<file path="config.mk">
export PLATFORM = sky130hd
export DESIGN_NAME = ps2_host_tx
export DESIGN_NICKNAME = d
export VERILOG_FILES = /design/src/rtl/ps2_pkg.sv /design/src/rtl/ps2_sync_edge.sv /design/src/rtl/ps2_host_tx.sv
export SDC_FILE = /design/constraint.sdc
export NUM_CORES = 1
export LEC_CHECK = 0
export CAP_MARGIN = 30
export CORE_MARGIN = 3
export CORE_UTILIZATION = 59
export CTS_BUF_LIST = sky130_fd_sc_hd__clkbuf_8
export CTS_CLUSTER_SIZE = 12
export DETAILED_ROUTE_END_ITERATION = 10
export PLACE_DENSITY = 0.82
export REMOVE_ABC_BUFFERS = 1
export SLEW_MARGIN = 10
export SYNTH_ARGS = -nofsm -noshare
export SYNTH_HDL_FRONTEND = slang
export SYNTH_SLANG_ARGS = --single-unit
</file>
<file path="constraint.sdc">
create_clock -name clock -period 2.26 [get_ports clock]
set_input_delay 0.339 -clock clock [delete_from_list [all_inputs] [get_ports clock]]
set_output_delay 0.339 -clock clock [all_outputs]
set_load 0.02 [all_outputs]
</file>
<file path="src/rtl/ps2_pkg.sv">
// rtl/ps2_pkg.sv - shared states, constants and parity helper for the PS/2 host transmitter
package ps2_pkg;

  typedef enum logic [2:0] {
    IDLE,
    INHIBIT,
    START,
    SEND,
    ACK,
    WAIT_IDLE
  } ps2_tx_state_e;

  // Falling edges that carry a frame: 8 data bits, parity, stop
  localparam int PS2_TX_BITS = 10;

  // 100 us inhibit and 20 ms watchdog at a 50 MHz system clock
  localparam int PS2_INHIBIT_CYCLES_DEFAULT = 5000;
  localparam int PS2_TIMEOUT_CYCLES_DEFAULT = 1000000;

  // PS/2 uses odd parity: the 9-bit {parity, data} word has an odd number of ones
  function automatic logic odd_parity(input logic [7:0] data);
    return ~^data;
  endfunction

endpackage

</file>
<file path="src/rtl/ps2_sync_edge.sv">
// rtl/ps2_sync_edge.sv - 2-FF synchronizer with falling-edge detect for one PS/2 line
module ps2_sync_edge (
  input  logic clock,
  input  logic resetn,
  input  logic line_in,
  output logic line_sync,
  output logic line_fall
);

  logic meta_q;
  logic sync_q;
  logic prev_q;

  // Lines idle high, so the chain resets to 1 and no edge is seen after reset
  always_ff @(posedge clock or negedge resetn) begin
    if (!resetn) begin
      meta_q <= 1'b1;
      sync_q <= 1'b1;
      prev_q <= 1'b1;
    end else begin
      meta_q <= line_in;
      sync_q <= meta_q;
      prev_q <= sync_q;
    end
  end

  assign line_sync = sync_q;
  assign line_fall = prev_q & ~sync_q;

endmodule

</file>
<file path="src/rtl/ps2_host_tx.sv">
// rtl/ps2_host_tx.sv - PS/2 host-to-device command transmitter (optional watchdog: PS2_TX_TIMEOUT_EN)
module ps2_host_tx
  import ps2_pkg::*;
#(
  parameter int INHIBIT_CYCLES = PS2_INHIBIT_CYCLES_DEFAULT,
  parameter int TIMEOUT_CYCLES = PS2_TIMEOUT_CYCLES_DEFAULT
) (
  input  logic       clock,
  input  logic       resetn,
  input  logic [7:0] tx_data,
  input  logic       tx_start,
  input  logic       ps2_clock_in,
  input  logic       ps2_data_in,
  output logic       ps2_clock_oe,
  output logic       ps2_data_oe,
  output logic       tx_busy,
  output logic       tx_done,
  output logic       tx_error
);

  localparam int               INH_W     = $clog2(INHIBIT_CYCLES + 1);
  localparam logic [INH_W-1:0] INH_LAST  = INH_W'(INHIBIT_CYCLES - 1);
  localparam logic [3:0]       LAST_EDGE = 4'(PS2_TX_BITS - 1);

  ps2_tx_state_e    state_q;
  ps2_tx_state_e    state_d;
  logic [8:0]       shift_q;
  logic [3:0]       bit_cnt_q;
  logic             data_oe_q;
  logic [INH_W-1:0] inh_cnt_q;
  logic             clk_sync;
  logic             clk_fall;
  logic             dat_sync;
  logic             dat_fall_unused;
  logic             wd_expired;

  ps2_sync_edge u_clk_sync (
    .clock     (clock),
    .resetn    (resetn),
    .line_in   (ps2_clock_in),
    .line_sync (clk_sync),
    .line_fall (clk_fall)
  );

  ps2_sync_edge u_dat_sync (
    .clock     (clock),
    .resetn    (resetn),
    .line_in   (ps2_data_in),
    .line_sync (dat_sync),
    .line_fall (dat_fall_unused)
  );

`ifdef PS2_TX_TIMEOUT_EN
  localparam int              WD_W     = $clog2(TIMEOUT_CYCLES + 1);
  localparam logic [WD_W-1:0] WD_LIMIT = WD_W'(TIMEOUT_CYCLES);

  logic [WD_W-1:0] wd_cnt_q;

  // Watchdog counts from START entry and is held clear while idle or inhibiting
  always_ff @(posedge clock or negedge resetn) begin
    if (!resetn) begin
      wd_cnt_q <= '0;
    end else if (state_q == IDLE || state_q == INHIBIT) begin
      wd_cnt_q <= '0;
    end else if (!wd_expired) begin
      wd_cnt_q <= wd_cnt_q + WD_W'(1);
    end
  end

  assign wd_expired = (state_q != IDLE) && (state_q != INHIBIT) && (wd_cnt_q == WD_LIMIT);
`else
  assign wd_expired = 1'b0;
`endif

  // State register
  always_ff @(posedge clock or negedge resetn) begin
    if (!resetn) begin
      state_q <= IDLE;
    end else begin
      state_q <= state_d;
    end
  end

  // Frame datapath: latch the byte, time the inhibit, shift bits out on device clock falls
  always_ff @(posedge clock or negedge resetn) begin
    if (!resetn) begin
      shift_q   <= '0;
      bit_cnt_q <= '0;
      data_oe_q <= 1'b0;
      inh_cnt_q <= '0;
    end else begin
      case (state_q)
        IDLE: begin
          inh_cnt_q <= '0;
          bit_cnt_q <= '0;
          data_oe_q <= 1'b0;
          if (tx_start) begin
            shift_q <= {odd_parity(tx_data), tx_data};
          end
        end
        INHIBIT: begin
          inh_cnt_q <= inh_cnt_q + INH_W'(1);
        end
        START: begin
          data_oe_q <= 1'b1;
          bit_cnt_q <= '0;
        end
        SEND: begin
          if (clk_fall) begin
            data_oe_q <= ~shift_q[0];
            shift_q   <= {1'b1, shift_q[8:1]};
            bit_cnt_q <= bit_cnt_q + 4'd1;
          end
        end
        default: begin
          data_oe_q <= 1'b0;
        end
      endcase
    end
  end

  // Next state and line/status outputs; done and error fire in the last busy-state cycle
  always_comb begin
    state_d      = state_q;
    ps2_clock_oe = 1'b0;
    ps2_data_oe  = 1'b0;
    tx_done      = 1'b0;
    tx_error     = 1'b0;
    case (state_q)
      IDLE: begin
        if (tx_start) state_d = INHIBIT;
      end
      INHIBIT: begin
        ps2_clock_oe = 1'b1;
        if (inh_cnt_q == INH_LAST) state_d = START;
      end
      START: begin
        ps2_clock_oe = 1'b1;
        ps2_data_oe  = 1'b1;
        state_d      = SEND;
      end
      SEND: begin
        ps2_data_oe = data_oe_q;
        if (clk_fall && bit_cnt_q == LAST_EDGE) state_d = ACK;
      end
      ACK: begin
        if (clk_fall) begin
          if (dat_sync) begin
            tx_error = 1'b1;
            state_d  = IDLE;
          end else begin
            state_d = WAIT_IDLE;
          end
        end
      end
      WAIT_IDLE: begin
        if (clk_sync && dat_sync) begin
          tx_done = 1'b1;
          state_d = IDLE;
        end
      end
      default: begin
        state_d = IDLE;
      end
    endcase
    if (wd_expired) begin
      state_d      = IDLE;
      ps2_clock_oe = 1'b0;
      ps2_data_oe  = 1'b0;
      tx_done      = 1'b0;
      tx_error     = 1'b1;
    end
    tx_busy = (state_q != IDLE) && !tx_done && !tx_error;
  end

endmodule

</file>
# Word level (Yosys, flattened, before mapping)
# Cells that the tools add are included.
# totals
register_bits	35
out_inout_bits	5
input_bits	13
# op_classes
n_eq_ne	13
bitwise	4
addsub	2
muxes	22
reduce_logical	18
# op_table
operator	count
13-bit one-hot mux with 2 select lines	1
3-bit two-way mux	6
9-bit two-way mux	2
3-bit one-hot mux with 6 select lines	1
9-bit one-hot mux with 2 select lines	1
13-bit by 1-bit adder with 13-bit output (second input constant)	1
13-bit == test (second input constant)	1
2-bit != test (second input constant)	6
4-bit one-hot mux with 2 select lines	1
8-bit XNOR reduction	1
1-bit two-way mux	7
3-bit by 2-bit == test with 1-bit output (second input constant)	2
3-bit == test (second input constant)	2
2-bit nonzero test	3
5-bit AND reduction	1
4-bit by 1-bit adder with 4-bit output (second input constant)	1
4-bit == test (second input constant)	1
1-bit logical AND	4
4-bit two-way mux	1
2-bit AND reduction	2
2-bit OR reduction	2
3-bit by 1-bit == test with 1-bit output (second input constant)	1
3-bit zero test	1
1-bit NOT	3
other kinds (6)	7

# Depth between registers and ports, before layout
# Gate-level depths: netlist of run 1.
# depth
depth_word	6
depth_mapped	6
mapped_depth_nobuf	6

# Cells and area by module
# From an unflattened synthesis of run 1, not the netlist that was laid out.
# unflattened
hier_cells	213
area_unflattened_um2	1940.6
# modules_own_cells
module	area_each_um2	cells_each	seq_area_each_um2	instances
ps2_host_tx	1755.4	205	750.7	1
ps2_sync_edge	92.6	4	78.8	2

# Worst setup path after synthesis of run 1
# OpenSTA, ideal clock, no wires.
# synth_path
kind	register -> output
start	reg u_clk_sync.prev_q
end	out tx_busy
path_stages_with_launch	5
path_buffers	0
path_slack_ps	596
arrival_ps	1325
cell_sequence	dfstp_2 -> nor2b_1 -> nand2_1 -> a21o_1 -> a21o_1
# synth_via
elab_chain_cells	5
# synth_rtl
element	line	rtl
start, declared	ps2_sync_edge.sv:12	logic prev_q;
start signal, assigned	ps2_sync_edge.sv:23	prev_q <= sync_q;
1-bit bitwise AND	ps2_sync_edge.sv:28	assign line_fall = prev_q & ~sync_q;
1-bit two-way mux	ps2_host_tx.sv:147	if (clk_fall) begin
1-bit two-way mux	ps2_host_tx.sv:129	case (state_q)
1-bit zero test	ps2_host_tx.sv:173	tx_busy = (state_q != IDLE) && !tx_done && !tx_error;
1-bit logical AND	ps2_host_tx.sv:173	
end, declared	ps2_host_tx.sv:16	output logic tx_busy,
# No other way between the ends.

# Final worst setup path of run 1
# layout_path
start	reg state_q[0]
end	out ps2_clock_oe
# layout_via
elab_chain_cells	3
# layout_rtl
element	line	rtl
start, declared	ps2_host_tx.sv:25	ps2_tx_state_e state_q;
start signal, assigned	ps2_host_tx.sv:80	state_q <= state_d;
3-bit by 1-bit == test with 1-bit output / 3-bit by 2-bit == test with 1-bit output (equally long branches)	ps2_host_tx.sv:129	
2-bit OR reduction (no line) (*)	--	
1-bit two-way mux (*)	ps2_host_tx.sv:129	
end, declared	ps2_host_tx.sv:14	output logic ps2_clock_oe,
# Every way passes the cells marked *; elsewhere a longest branch is shown, timed or not.

==> out/qor.csv, run 1 <==
metric,value,unit
status,completed,
fmax,475,MHz
top-count cell post-synth,nand2_1,
Util after Layout,72.4,%
path type of the worst setup path,reg -> out,
Placed Cells,264,
"Seq/Total Area, Yosys",45.8,%
post-synthesis instance total,207,
R2R cell count,5,
setup TNS,0,ns
nets@finish,243,
Die H,63.1,um
Filler cells,242,
RSZ-0062 raised after global routing,no,
number of global-route vias before repair,1561,
hold endpoint,u_dat_sync.line_sync$_DFF_PN1_,
Worst Setup Start Kind,flop,
final WL,3.76,mm
initial drt markers,140,
power per cell area,768,mW/mm2
Mapped Area,0.00192,mm2
Slew @ Worst Pin,0.425,ns
#FFs+latches synth,35,
Root Buffer,clkbuf_8,
Netlist cell types,49,
static leakage,0.934,nW
synthesis-to-finish area growth,15.7,%
"Hold-fix buffers, CTS",0,
IO Count,18,
Avg Inst Size Synth,9.30,um2
R2R Setup Slk,0.46,ns
initial antenna violation count,0,
share of the synthesized area in the top cell type,39.0,%
# setup viols final,0,
Clock Path Buffers,2,
crit path DAT,1.77,ns
multi-input logic area,962,um2
Crit Path Max Fanout,10,
WP data required,1.92,ns
clk_lat worst skew,0.28,ns
Synth area leader,dfrtp_1,
Final Non-Filler Cells,272,
largest net degree at the start of global routing,36,
Tmin final,2.10,ns
Post-DP HPWL,2.75,mm
worst hold path stage count,0,
remaining antenna violation count,0,
total power,1.71,mW
reg2reg start,state_q[1]$_DFFE_PN0P_,
Starting Density,62.5,%
fin crit share,93.1,%
core area,0.00308,mm2
Critical Path End Type,primary output,
DR pass1 iterations,4,
area occupied by registers,883,um2
routability cong.,0.972,
Via density,5.78,
Clock Skew,0.00881,ns
Yosys warning total,0,
WL per Instance,13.8,um
Port Buffers,17,
vias,1572,
clock-pin slew on the worst setup and hold paths,0.07,ns
GRT Total Usage,21.6,%
DIE AREA,0.00398,mm2
CTS tree,yes,
R2R Path End,inh_cnt_q[5]$_DFFE_PN0P_,
n_diodes,0,
worst relative slew slack,71.6,%
number of synthesized flops with an enable pin,0,
Die X,63.1,um
Synth async-reset ratio,100,%
grt ovf,0,
DRC Markers,0,
max-slew violations,0,
worst min-delay path category,reg -> reg,
hold path start,u_dat_sync.meta_q$_DFF_PN1_,
H-tree depth,2,
clock sinks,35,
Inserted Clock Buffers,5,
first-pass GRT wire length,6.87,mm
MaxCap Viol Count,0,
Post-synth top cells,"nand2_1 (33), dfrtp_1 (30), nor2_1 (20)",
Worst IR Drop VDD,574,uV
most used flip-flop cell after synthesis,dfrtp_1,
share of cells above drive strength 1,11.4,%
Synth area leaders,"dfrtp_1 (39%), dfstp_2 (6.8%), nand2_1 (6.4%)",
Fin. Hold Viols,0,
Cell Rows,20,
## cell type report
| cell class | instances | share of cell area [%] |
|---|---|---|
| inverters | 4 | 0.674 |
| well taps | 44 | 2.47 |
| clock inverters | 2 | 0.393 |
| repair buffers | 24 | 9.89 |
| clock buffers | 6 | 3.71 |
| flip-flops and latches | 35 | 39.7 |
| multi-input cells | 157 | 43.2 |
## metrics by stage
step | hold WS [ns] | area, um2 | setup WS (ns)
2_1_floorplan | 0.0434 | 1860 | 0.472
3_3_place_gp | 0.346 | 2140 | 0.299
3_5_place_dp | 0.348 | 2140 | 0.261
4_1_cts | 0.359 | 2230 | 0.0223
5_1_grt | 0.365 | 2230 | 0.0382
6_report | 0.358 | 2230 | 0.156
## state kept, by name, indices dropped and copies added, names as in the netlist, 3 cells and up
| signal | flops |
|---|---|
| bit_cnt_q | 4 |
| inh_cnt_q | 13 |
| state_q | 3 |
| shift_q | 9 |
## timing repair
item	4_1_cts	5_1_grt
setup buffers	0	0
cloned	0	0
endpoints found under the hold margin	0	0
endpoints found under the setup margin	2	2
resized for setup	2	1
## how the worst max path moves through the flow
stage | from | end | slack [ns] | cells after the start
floorplan | state_q[0]$_DFFE_PN0P_ | state_q[2]$_DFFE_PN0P_ | 0.47 | 4
global placement | u_clk_sync.prev_q$_DFF_PN1_ | tx_busy | 0.30 | 5
detailed placement | u_clk_sync.prev_q$_DFF_PN1_ | tx_busy | 0.26 | 5
CTS | state_q[2]$_DFFE_PN0P_ | tx_done | 0.02 | 3
global route | state_q[2]$_DFFE_PN0P_ | ps2_data_oe | 0.04 | 3
finish | state_q[0]$_DFFE_PN0P_ | ps2_clock_oe | 0.16 | 3
## critical path: stages, from the launching register on
cell             delay (ns)
dfrtp_1                0.52
nor2b_1                0.23
o21ba_2                0.14
clkdlybuf4s50_1        0.59
## layer usage
layer  vias up  GRT usage (%)  wire, um
met5         -              0         0
met4         0           7.16        18
met3         4           4.63       197
met2        39           35.6      1850
met1       753           28.2      1700
li1        776              -         -
## cells in the final DEF, fill, tap and decap left out, types with 2 or more instances in the layout
cell type	Yosys	layout
dlygate4sd2_1	0	2
xnor2_1	9	9
and3_1	2	2
ha_1	3	3
inv_1	4	5
buf_4	1	7
nand3_1	5	5
xor2_1	2	2
mux2_2	2	2
a21o_1	3	3
nor2b_1	3	3
o21ba_2	2	2
nand3b_1	4	4
clkbuf_8	0	6
nand4_1	4	4
a31oi_1	10	10
and4_1	2	2
o21ai_0	10	10
dfstp_2	5	5
nor3_1	5	5
nand2_1	33	33
nor2_1	20	20
nor4_1	2	2
a22o_1	5	5
nor4b_1	2	2
clkdlybuf4s50_1	0	15
dfrtp_1	30	29
nand2b_1	4	4
a21oi_1	6	6
## cells by family (layout without fill, tap and decap cells)
family,Yosys count,count (layout),synth area share [%]
and+or+nand+nor,95,95,25.1
buffers and inverters,15,36,4.16
xor gates and xnor gates,11,11,5.01
muxes,2,2,1.17
DFF,35,35,45.8
AOI/OAI and AO/OA,46,46,16.8
adders and majority gates,3,3,1.95
## where the power goes
part / internal [mW] / switching, mW / leakage (nW)
Combinational: 0.180 / 0.168 / 0.459
Clock: 0.241 / 0.207 / 0.0524
Sequential: 0.782 / 0.133 / 0.422
Note: power is estimated with default switching activity, not from simulation.
==> run 2: changes to the inputs <==
Settings changed: CAP_MARGIN 30 to 25, CORE_UTILIZATION 59 to 45, PLACE_DENSITY 0.82 to 0.65.
Clock period 2.26 ns to 2.1 ns, I/O delays scaled along.
==> run 2 against run 1 <==
Utilization decreased by 17 points; clock-buffer cell count unchanged; wire length increased by 0.69%; combinational power increased by 7.8%; total power increased by 7.8%; setup slack got worse by 0.11 ns; critical path type unchanged.
==> out/qor.csv, run 2 (synthesis gave the netlist of run 1 again) <==
metric,value,unit,change
status,completed,,
routability cong.,0.885,,-9.0%
cell at the slowest stage of the critical path,dfstp_2,,
n_diodes,0,,unchanged
nets@finish,244,,+0.41%
power per cell area,819,mW/mm2,+6.6%
Post-CTS Setup Inserts,0,,unchanged
post-route cell area,0.00225,mm2,+1.1%
Via density,5.65,,-2.3%
Starting Density,47.4,%,-15 points
static leakage,0.976,nW,+4.5%
Util after Layout,55.5,%,-17 points
initial drt markers,100,,-29%
share of cells above drive strength 1,13.1,%,+1.7 points
Die H,71.4,um,+13%
MaxCap Viol Count,0,,unchanged
max-slew violations,0,,unchanged
IO Count,18,,unchanged
path type of the worst setup path,reg -> out,,
final hold slack,0.357,ns,-0.000711 ns
Clock Skew,0.00611,ns,-0.00270 ns
Die X,71.4,um,+13%
Port Buffers,17,,unchanged
Most common cell on crit path,a21o_1,,
Largest Register,inh_cnt_q,,
vias,1576,,+0.25%
final WL,3.78,mm,+0.69%
fmax,487,MHz,
initial antenna violation count,0,,unchanged
clk_lat worst skew,0.28,ns,about the same
H-tree depth,2,,unchanged
Worst Setup Start Kind,flop,,
Clock Path Buffers,2,,unchanged
clock-pin slew on the worst setup and hold paths,0.07,ns,about the same
post-cts gate resize count,3,,+1
Inserted Clock Buffers,5,,unchanged
fin crit share,97.8,%,
CP max stage delay,0.55,ns,-0.04 ns
Crit Path Max Fanout,3,,-7
WP data required,1.78,ns,-0.14 ns
worst min-delay path category,reg -> reg,,
worst relative slew slack,71.2,%,-0.40 points
GRT Total Usage,16.2,%,-5.3 points
Top Registers,"inh_cnt_q: 13 flops, shift_q: 9 flops, bit_cnt_q: 4 flops",,
remaining antenna violation count,0,,unchanged
# setup viols final,0,,unchanged
"commonest non-fill, non-tap cell in the layout",nand2_1,,
CTS tree,yes,,
synthesis-to-finish area growth,17.0,%,
largest net degree at the start of global routing,36,,unchanged
Slew @ Worst Pin,0.432,ns,+0.00698 ns
max FFs per register,13,,unchanged
Worst IR Drop VDD,401,uV,-30%
clock sinks,35,,unchanged
Post-DP HPWL,2.68,mm,-2.3%
first-pass GRT wire length,6.54,mm,-4.7%
Root Buffer,clkbuf_8,,
dpl cell area,0.00215,mm2,+0.70%
R2R Setup Slk,0.33,ns,-0.13 ns
"commonest cells after routing, fill and taps aside","nand2_1 (33), dfrtp_1 (27), nor2_1 (20)",,
"Hold-fix buffers, CTS",0,,unchanged
DR pass1 iterations,6,,+2
CP top delay family,flip-flops,,
Cell Rows,23,,+15%
WL per Instance,13.6,um,-1.8%
crit path DAT,1.74,ns,-0.03 ns
core area,0.00406,mm2,+32%
number of global-route vias before repair,1467,,-6.0%
Critical Path End Type,primary output,,
grt ovf,0,,unchanged
"critical path, cell by cell",nor2b_2 > nand2_1 > a21o_1 > a21o_1 > dlygate4sd2_1,,
Worst Path Buf+Inv,1,,unchanged
Filler cells,353,,+46%
Fin. Hold Viols,0,,unchanged
Tmin final,2.05,ns,
DIE AREA,0.00510,mm2,+28%
DRC Markers,0,,unchanged
==> run 2: cell count changes in the layout (fill, tap and decap cells not counted), sizes merged <==
cell and change:
buf +1, dlymetal6s2s +2, clkdlybuf4s50 -2
==> run 2: path summary, 6_finish.rpt <==
path	start	endpoint	cells after the start
max	u_clk_sync.prev_q$_DFF_PN1_	tx_busy	5
min	u_dat_sync.meta_q$_DFF_PN1_	u_dat_sync.line_sync$_DFF_PN1_	0
max reg2reg	state_q[1]$_DFFE_PN0P_	shift_q[5]$_DFFE_PN0P_	5
min reg2reg	u_dat_sync.meta_q$_DFF_PN1_	u_dat_sync.line_sync$_DFF_PN1_	0
max in group asynchronous	resetn	u_dat_sync.line_sync$_DFF_PN1_	2
min in group asynchronous	resetn	state_q[1]$_DFFE_PN0P_	2
==> run 2: through the flow <==
step	setup TNS, ns	setup WS, ns	std cells	power [mW]
after CTS	0	0.0242	279	1.87
after detailed placement	0	0.121	271	1.37
after global placement	0	0.153	271	1.34
final	0	0.0462	279	1.84
after floorplan	0	0.312	196	1.24
after global routing	-0.0254	-0.0254	279	1.98
==> run 2: report_power, final <==
group | internal (mW) | leakage [nW] | switching (mW)
Combinational | 0.195 | 0.503 | 0.179
Sequential | 0.842 | 0.420 | 0.139
Clock | 0.259 | 0.0524 | 0.229
Total | 1.30 | 0.976 | 0.548
==> run 2: layout make-up <==
cell class / count / area [um2] / area share, %
Tap cell: 50 / 62.6 / 2.78
Sequential cell: 35 / 886 / 39.3
Clock buffer: 6 / 82.6 / 3.67
Inverter: 4 / 15.0 / 0.667
Clock inverter: 2 / 8.76 / 0.389
Timing Repair Buffer: 25 / 233 / 10.3
Multi-Input combinational cell: 157 / 965 / 42.8
==> run 2: routing by layer <==
metal | vias to the layer above | GRT usage (%) | part of all wire, %
met1 | 759 | 21.0 | 46
met5 | - | 0 | 0
li1 | 781 | - | -
met2 | 30 | 25.9 | 48
met4 | 0 | 6.26 | 1.6
met3 | 6 | 4.49 | 4.5
